$ cat src/rtl/bin_to_bcd_seq.sv
// Sequential double-dabble binary-to-BCD converter, one input bit per clock.
// Start/busy/done handshake; bcd_out and ovf update only with done.
module bin_to_bcd_seq #(
  parameter int BIN_W  = 8,
  parameter int DIGITS = 3
) (
  input  logic                  clk,
  input  logic                  reset,
  input  logic                  start,
  input  logic [BIN_W-1:0]      bin_in,
  output logic                  busy,
  output logic                  done,
  output logic [4*DIGITS-1:0]   bcd_out,
  output logic                  ovf
);

  localparam int BW = 4 * DIGITS;
  localparam int CW = $clog2(BIN_W + 1);

  typedef enum logic {
    IDLE,
    SHIFT
  } state_t;

  state_t          state;
  logic [BIN_W-1:0] bin_sr;
  logic [BW-1:0]   scratch;
  logic [BW-1:0]   adj;
  logic [BW-1:0]   shifted;
  logic            carry;
  logic            acc;
  logic [CW-1:0]   count;

  always_comb begin
    adj = scratch;
    for (int i = 0; i < DIGITS; i++) begin
      if (scratch[4*i +: 4] >= 4'd5)
        adj[4*i +: 4] = scratch[4*i +: 4] + 4'd3;
    end
  end

  // Top bit of the adjusted scratch falls off: value exceeded 10^DIGITS-1.
  assign shifted = {adj[BW-2:0], bin_sr[BIN_W-1]};
  assign carry   = adj[BW-1];

  always_ff @(posedge clk) begin
    if (reset) begin
      state   <= IDLE;
      bin_sr  <= '0;
      scratch <= '0;
      acc     <= 1'b0;
      count   <= '0;
      busy    <= 1'b0;
      done    <= 1'b0;
      bcd_out <= '0;
      ovf     <= 1'b0;
    end else begin
      done <= 1'b0;
      unique case (state)
        IDLE: begin
          if (start) begin
            bin_sr  <= bin_in;
            scratch <= '0;
            acc     <= 1'b0;
            count   <= CW'(BIN_W);
            busy    <= 1'b1;
            state   <= SHIFT;
          end
        end
        SHIFT: begin
          bin_sr  <= bin_sr << 1;
          scratch <= shifted;
          acc     <= acc | carry;
          count   <= count - CW'(1);
          if (count == CW'(1)) begin
            bcd_out <= shifted;
            ovf     <= acc | carry;
            done    <= 1'b1;
            busy    <= 1'b0;
            state   <= IDLE;
          end
        end
        default: state <= IDLE;
      endcase
    end
  end

endmodule

$ cat config.mk
export PLATFORM = sky130hd
export DESIGN_NAME = bin_to_bcd_seq
export DESIGN_NICKNAME = d
export VERILOG_FILES = /design/src/rtl/bin_to_bcd_seq.sv
export SDC_FILE = /design/constraint.sdc
export NUM_CORES = 1
export LEC_CHECK = 0
export ABC_AREA = 0
export BUFFER_PORTS_ARGS = -buffer_cell sky130_fd_sc_hd__buf_2
export CORE_MARGIN = 2
export CORE_UTILIZATION = 50
export DETAILED_ROUTE_END_ITERATION = 8
export HOLD_SLACK_MARGIN = 0.15
export PLACE_DENSITY = 0.82
export SLEW_MARGIN = 30
export SYNTH_ARGS = -nofsm -noshare
export SYNTH_HDL_FRONTEND = slang
export SYNTH_SLANG_ARGS = --single-unit
export TNS_END_PERCENT = 30
$ cat constraint.sdc
create_clock -name clk -period 2.7 [get_ports clk]
set_clock_uncertainty 0.15 [all_clocks]
set_input_delay 0.54 -clock clk [delete_from_list [all_inputs] [get_ports clk]]
set_output_delay 0.54 -clock clk [all_outputs]
set_load 0.1 [all_outputs]
==> tab_implementation.tex, run 1 <==
\begin{tabular}{lr}
\hline
Metric & Value \\
\hline
\multicolumn{2}{l}{\textbf{STA}} \\
Count of endpoints failing setup in the final report & 0 \\
Pins Over Slew Limit & 0 \\
Maximum operating frequency & 526 MHz \\
Final TNS setup & 0 ns \\
Final critical-path share of the clock period & 0.705 \\
Final Hold Violating Endpoints & 0 \\
Worst relative slew slack & 0.594 \\
Worst-margin pin slew & 0.606 ns \\
Final-layout worst hold slack & 0.326 ns \\
Post-layout min period & around 1.9 ns \\
Unrepaired setup endpoints after global routing & no \\
\multicolumn{2}{l}{\textbf{Pwr}} \\
Total power after layout & 1250 µW \\
Internal power & $\sim$950 µW \\
Power per Cell Area & 604 mW/mm² \\
Cell leakage power & 0.000853 µW \\
Fraction of power spent switching nets & 0.241 \\
Worst-case vdd ir drop & 0.000380 V \\
Share of power burned in registers & 0.506 \\
P\_sw & 301 µW \\
Combinational Power Share & 0.085 \\
Clock group share of total power & 0.409 \\
\multicolumn{2}{l}{\textbf{Floorplanning}} \\
Io pins & 26 \\
Starting Density & 0.530 \\
Die Outline Area & 0.00412 mm² \\
Width of the die & between 60 and 70 µm \\
Count of standard-cell rows & 21 \\
Die Y-Extent & 64.2 µm \\
Core outline area & around 0.0034 mm² \\
\multicolumn{2}{l}{\textbf{GRT}} \\
Via count of the first global-routing pass & approximately 1400 \\
Global route total overflow & 0 \\
Largest net degree at the start of global routing & 30 \\
Initial antenna violation count & 0 \\
Aggregate global-route resource usage & 0.201 \\
First-pass GRT wire length & between 6000 and 7000 µm \\
\multicolumn{2}{l}{\textbf{Logic synthesis}} \\
Post-synthesis cell count & between 150 and 200 \\
Most used flip-flop cell after synthesis & dfxtp\_1 \\
EDFF count, synth & 0 \\
Avg Inst Size Synth & roughly 9.4 µm² \\
Count leader, synth & dfxtp\_1 \\
Cell types with the largest area share after synthesis & dfxtp\_1 45\%, mux2i\_1 6.1\%, ha\_1 5.5\% \\
Largest area contributor in the netlist & dfxtp\_1 \\
Post-Synthesis Cell Area & 0.00181 mm² \\
Ranking of synthesized cells by instance count & 41 x dfxtp\_1, 23 x nor2\_1, 18 x a21oi\_1 \\
Synthesis warning total & 0 \\
Number of different library cells in the post-synthesis netlist & 34 \\
Post-Synthesis Net Count & 211 \\
Flop and latch count out of synthesis & 41 \\
Proportion of netlist area held by the largest area contributor & 0.453 \\
Post-synthesis sequential area ratio & 0.453 \\
Async SR Flop Fraction & 0 \\
\multicolumn{2}{l}{\textbf{Setup path}} \\
Category of the worst setup path capture point & output port \\
Highest net fanout along the worst path & 2 \\
Crit path cell chain & buf\_2 \\
Sum of buffers and inverters on the critical path & 1 \\
Arrival time of data at the critical path endpoint & 1.21 ns \\
Req. time, crit path & 2.01 ns \\
Largest stage delay on the critical path & roughly 0.45 ns \\
Total number of cells along the worst setup path & 1 \\
Type of the worst setup path & reg2out \\
Critical Path Source Type & flop \\
Worst Reg-to-Reg Cells & 7 \\
Slowest library cell on the worst path & buf\_2 \\
Dominant delay contributor by cell family on the critical path & buffers and inverters \\
\multicolumn{2}{l}{\textbf{Clock network}} \\
TritonCTS sink count & 41 \\
CTS tree & done \\
Root Buffer & clkbuf\_4 \\
Buffer levels on the longest clock path & 2 \\
Worst-skew pair later-pin latency & around 0.36 ns \\
Number of buffers added by the clock tree synthesis step & 5 \\
Post-cts repair resize count & 0 \\
Post-CTS Hold Buffers & 0 \\
CTS clk-pin slew, worst paths & 0.14 ns \\
Post-CTS setup buffer count & 0 \\
H-tree lvl count & 2 \\
\multicolumn{2}{l}{\textbf{Cells and area}} \\
Number of nets in the layout & 236 \\
Area growth, synth to finish & 14.2\% \\
Share of final-layout standard cells stronger than drive strength 1 & 0.193 \\
N\_diodes & 0 \\
Final instance area & 0.00207 mm² \\
Utilization after layout & 0.605 \\
\multicolumn{2}{l}{\textbf{Place}} \\
Dpl hpwl & 2520 µm \\
Cell area after placement & 0.00196 mm² \\
Placer's final routability congestion estimate & 0.783 \\
Port Buffers & 25 \\
\multicolumn{2}{l}{\textbf{Routing}} \\
Overall via count from detail\_route & 1431 \\
Routed vias/inst & approximately 5.4 \\
First-pass iteration count of the detailed router & 4 \\
Remaining routing DRC violations & 0 \\
Wire length per cell after detailed routing & roughly 14 µm \\
Remaining antenna violation count & 0 \\
Wire length reported by the detailed router & 3610 µm \\
Number of design-rule violations left by the first detailed-router iteration & 79 \\
\multicolumn{2}{l}{\textbf{Worst hold path}} \\
Worst min path class & reg2reg \\
Number of cells on the worst hold path & 1 \\
\multicolumn{2}{l}{\textbf{Job}} \\
Max-cap violations & 0 \\
\multicolumn{2}{l}{\textbf{Run status}} \\
Outcome & completed \\
\hline
\end{tabular}
state kept, by name, indices dropped and copies added (netlist names):
register,flops
state,1
ovf,1
bin_sr,8
bcd_out,12
busy,1
count,4
scratch,12
acc,1
done,1
routing by layer:
metal	share of wire	routed length [µm]	vias up	track usage
li1	-	-	733	-
met1	0.48	1720	657	0.266
met2	0.44	1590	37	0.299
met3	0.066	238	4	0.0651
met4	0.018	65	0	0.0851
met5	0	0	-	0
per-stage QoR:
| stage | setup slack (ns) | instances |
|---|---|---|
| final | 0.797 | 264 |
| after detailed placement | 0.816 | 256 |
| after floorplan | 1.07 | 192 |
| after global routing | 0.750 | 264 |
| after global placement | 0.848 | 256 |
| after CTS | 0.790 | 264 |
layout by cell type, fill, tap and decap left out, types with 2 or more instances in the layout:
cell type  instances
nand2b_1           6
a22o_1             5
xnor2_1            3
a21o_1             2
ha_1               8
nand3_1            7
inv_1              9
nor2_1            23
buf_2             25
clkbuf_4           5
o21ai_1           10
mux2i_1           11
nor3_1             7
o2bb2ai_1          7
a32o_1             4
buf_4              2
dfxtp_1           41
a21oi_1           18
nor3b_1            6
bufinv_16          2
inv_2              2
layout make-up:
cell class | count | area (µm²)
Clock inverter | 3 | 68.8
Inverter | 11 | 41.3
Fill cell | 307 | 1350
Sequential cell | 41 | 821
Tap cell | 46 | 57.6
Multi-Input combinational cell | 131 | 902
Clock buffer | 5 | 37.5
Timing Repair Buffer | 27 | 140
power by group through the flow:
stage               Sequential (µW)  Clock, µW  Combinational (µW)
floorplan                       655          0                71.5
global placement                645          0                 103
detailed placement              645          0                 105
CTS                             632        514                 107
global route                    635        531                 121
finish                          632        511                 106
kinds of logic after synthesis:
| logic type | count (synthesis) | share of synthesized area |
|---|---|---|
| AO/OA/AOI/OAI | 55 | 0.212 |
| AND/OR/NAND/NOR | 53 | 0.147 |
| flip-flops | 41 | 0.453 |
| buffers and inverters | 20 | 0.0484 |
| multiplexers | 12 | 0.0691 |
| adder cells (fa/ha/maj) | 8 | 0.0553 |
| XOR/XNOR | 3 | 0.0145 |
worst paths after layout:
| kind | endpoint | slack [ns] | startpoint |
|---|---|---|---|
| min | bcd_out[7] | 0.33 | bcd_out[7] |
| max | bcd_out[0] | 0.80 | bcd_out[0] |
| max reg2reg | bcd_out[10] | 0.97 | count[1] |
| min reg2reg | bcd_out[7] | 0.33 | bcd_out[7] |
Power figures use the tool's default switching activity.
==> run 2, diff against run 1 <==
--- a/config.mk
+++ b/config.mk
@@ -11,7 +11,7 @@
 export CORE_UTILIZATION = 50
 export DETAILED_ROUTE_END_ITERATION = 8
 export HOLD_SLACK_MARGIN = 0.15
-export PLACE_DENSITY = 0.82
+export PLACE_DENSITY = 0.85
 export SLEW_MARGIN = 30
 export SYNTH_ARGS = -nofsm -noshare
 export SYNTH_HDL_FRONTEND = slang
==> constraint.sdc (replaced) <==
create_clock -name clk -period 1.7 [get_ports clk]
set_clock_uncertainty 0.15 [all_clocks]
set_input_delay 0.34 -clock clk [delete_from_list [all_inputs] [get_ports clk]]
set_output_delay 0.34 -clock clk [all_outputs]
set_load 0.1 [all_outputs]
==> run 2 against run 1 <==
Against the previous run:
- total power up 34%
- global-route usage down 0.19 points
- count of clock-buffer cells in the layout up 2
- die area unchanged
- first-iteration DRC count down 3.8%
- worst setup slack worse by 0.74 ns
- sequential power up 60%
- hold slack worse by 0.13 ns
- largest power group unchanged
==> tab_implementation.tex, run 2 (synthesis gave the netlist of run 1 again) <==
\begin{tabular}{lr}
\hline
Metric & Value \\
\hline
\multicolumn{2}{l}{\textbf{Routing}} \\
Remaining routing DRC violations & 0 \\
Remaining antenna violation count & 0 \\
Number of design-rule violations left by the first detailed-router iteration & 76 \\
Wire length per cell after detailed routing & 13.2 µm \\
Wire length reported by the detailed router & $\sim$3600 µm \\
Overall via count from detail\_route & 1477 \\
First-pass iteration count of the detailed router & 4 \\
Routed vias/inst & 5.43 \\
\multicolumn{2}{l}{\textbf{STA}} \\
Final critical-path share of the clock period & 0.964 \\
Pins Over Slew Limit & 0 \\
Worst relative slew slack & 0.672 \\
Final TNS setup & 0 ns \\
Unrepaired setup endpoints after global routing & no \\
Post-layout min period & 1.64 ns \\
Final Hold Violating Endpoints & 0 \\
Maximum operating frequency & 610 MHz \\
Worst-margin pin slew & 0.495 ns \\
Count of endpoints failing setup in the final report & 0 \\
\multicolumn{2}{l}{\textbf{GRT}} \\
Global route total overflow & 0 \\
First-pass GRT wire length & 6380 µm \\
Initial antenna violation count & 0 \\
Via count of the first global-routing pass & 1460 \\
Largest net degree at the start of global routing & 17 \\
Aggregate global-route resource usage & 0.199 \\
\multicolumn{2}{l}{\textbf{Setup path}} \\
Worst flop-to-flop path startpoint & scratch[8] \\
Sum of buffers and inverters on the critical path & 1 \\
Req. time, crit path & approximately 1.2 ns \\
Crit path cell chain & buf\_2 \\
Category of the worst setup path capture point & output port \\
Critical Path Source Type & flop \\
Launch point of the critical path & bcd\_out[2] \\
Largest stage delay on the critical path & roughly 0.43 ns \\
Slowest library cell on the worst path & buf\_2 \\
Arrival time of data at the critical path endpoint & approximately 1.2 ns \\
Highest net fanout along the worst path & 2 \\
Type of the worst setup path & reg2out \\
Dominant delay contributor by cell family on the critical path & buffers and inverters \\
\multicolumn{2}{l}{\textbf{Place}} \\
Placer's final routability congestion estimate & between 0.7 and 0.8 \\
Port Buffers & 25 \\
Dpl hpwl & 2570 µm \\
\multicolumn{2}{l}{\textbf{Cells and area}} \\
Final-layout fill cell count & 303 \\
Utilization after layout & 0.614 \\
Share of final-layout standard cells stronger than drive strength 1 & 0.230 \\
N\_diodes & 0 \\
Most frequent standard cell in the layout excluding fill and tap cells & dfxtp\_1 \\
Top flop regs & bcd\_out: 12 flops, scratch: 12 flops, bin\_sr: 8 flops \\
Number of nets in the layout & 245 \\
Area growth, synth to finish & 15.8\% \\
Commonest cells after routing, fill and taps aside & 37 x dfxtp\_1, 25 x buf\_2, 23 x nor2\_1 \\
\multicolumn{2}{l}{\textbf{Floorplanning}} \\
Die Y-Extent & 64.2 µm \\
Width of the die & roughly 64 µm \\
Core outline area & between 0.003 and 0.004 mm² \\
Starting Density & 0.530 \\
Count of standard-cell rows & 21 \\
Die Outline Area & 0.00412 mm² \\
Io pins & 26 \\
\multicolumn{2}{l}{\textbf{Worst hold path}} \\
Worst min path class & in2reg \\
Start point of the worst hold path & bin\_in[3] \\
\multicolumn{2}{l}{\textbf{Run status}} \\
Outcome & completed \\
\multicolumn{2}{l}{\textbf{Clock network}} \\
CTS clk-pin slew, worst paths & 0.10 ns \\
Worst-skew pair later-pin latency & 0.35 ns \\
TritonCTS sink count & 41 \\
H-tree lvl count & 2 \\
Number of buffers added by the clock tree synthesis step & 5 \\
Buffer levels on the longest clock path & 2 \\
CTS tree & done \\
Root Buffer & clkbuf\_4 \\
\multicolumn{2}{l}{\textbf{Pwr}} \\
Worst-case vdd ir drop & just under 0.0006 V \\
Cell leakage power & 0.000872 µW \\
Total power after layout & 1680 µW \\
Power per Cell Area & 801 mW/mm² \\
\multicolumn{2}{l}{\textbf{Job}} \\
Max-cap violations & 0 \\
\hline
\end{tabular}
-- run 2: where the power goes --
part,internal [µW],leakage [µW],switching (µW)
sequential,986,0.000335,19.2
clock,195,0.0000314,297
combinational,69.3,0.000506,112
total,1250,0.000872,428
-- run 2: final timing paths --
check	to	slack, ns	cells after the start
setup / recovery	bcd_out[2]	0.06	1
hold / removal	bin_sr[3]	0.19	5
setup reg to reg	bcd_out[10]	0.07	6
hold reg to reg	bcd_out[4]	0.32	1
-- run 2: tightest hold or removal path, stage by stage --
cell,delay [ns]
buf_2,0.08
mux2i_1,0.05
nor2_1,0.08
a21oi_1,0.04
nor2_1,0.07
-- run 2: stage by stage --
step           worst slack, ns  instances  hold slack (ns)  area [µm²]
3_5_place_dp            0.0891        263            0.292        2010
2_1_floorplan            0.160        192            0.302        1810
3_3_place_gp             0.140        263            0.292        2010
6_report                0.0607        272            0.193        2100
5_1_grt               0.000780        272            0.216        2100
4_1_cts                 0.0574        272            0.193        2090
-- run 2: timing repair --
action,4_1_cts,5_1_grt
setup endpoints to repair,0,6
hold buffers,2,0
resized for setup,0,5
endpoints found under the hold margin,4,0
buffers inserted,0,0
-- run 2: final cells by class --
type                    count  area [µm²]  area share
inverters                  11        41.3      0.0197
flip-flops and latches     41         826       0.394
well taps                  46        57.6      0.0274
repair buffers             36         213       0.101
multi-input cells         131         905       0.431
clock buffers               7        55.1      0.0263
-- run 2: layer usage --
layer | share of wire | up-vias | global-route usage
met5 | 0 | - | 0
met4 | 0.018 | 0 | 0.0824
met3 | 0.053 | 7 | 0.0511
met2 | 0.44 | 37 | 0.326
met1 | 0.49 | 679 | 0.248
li1 | - | 754 | -
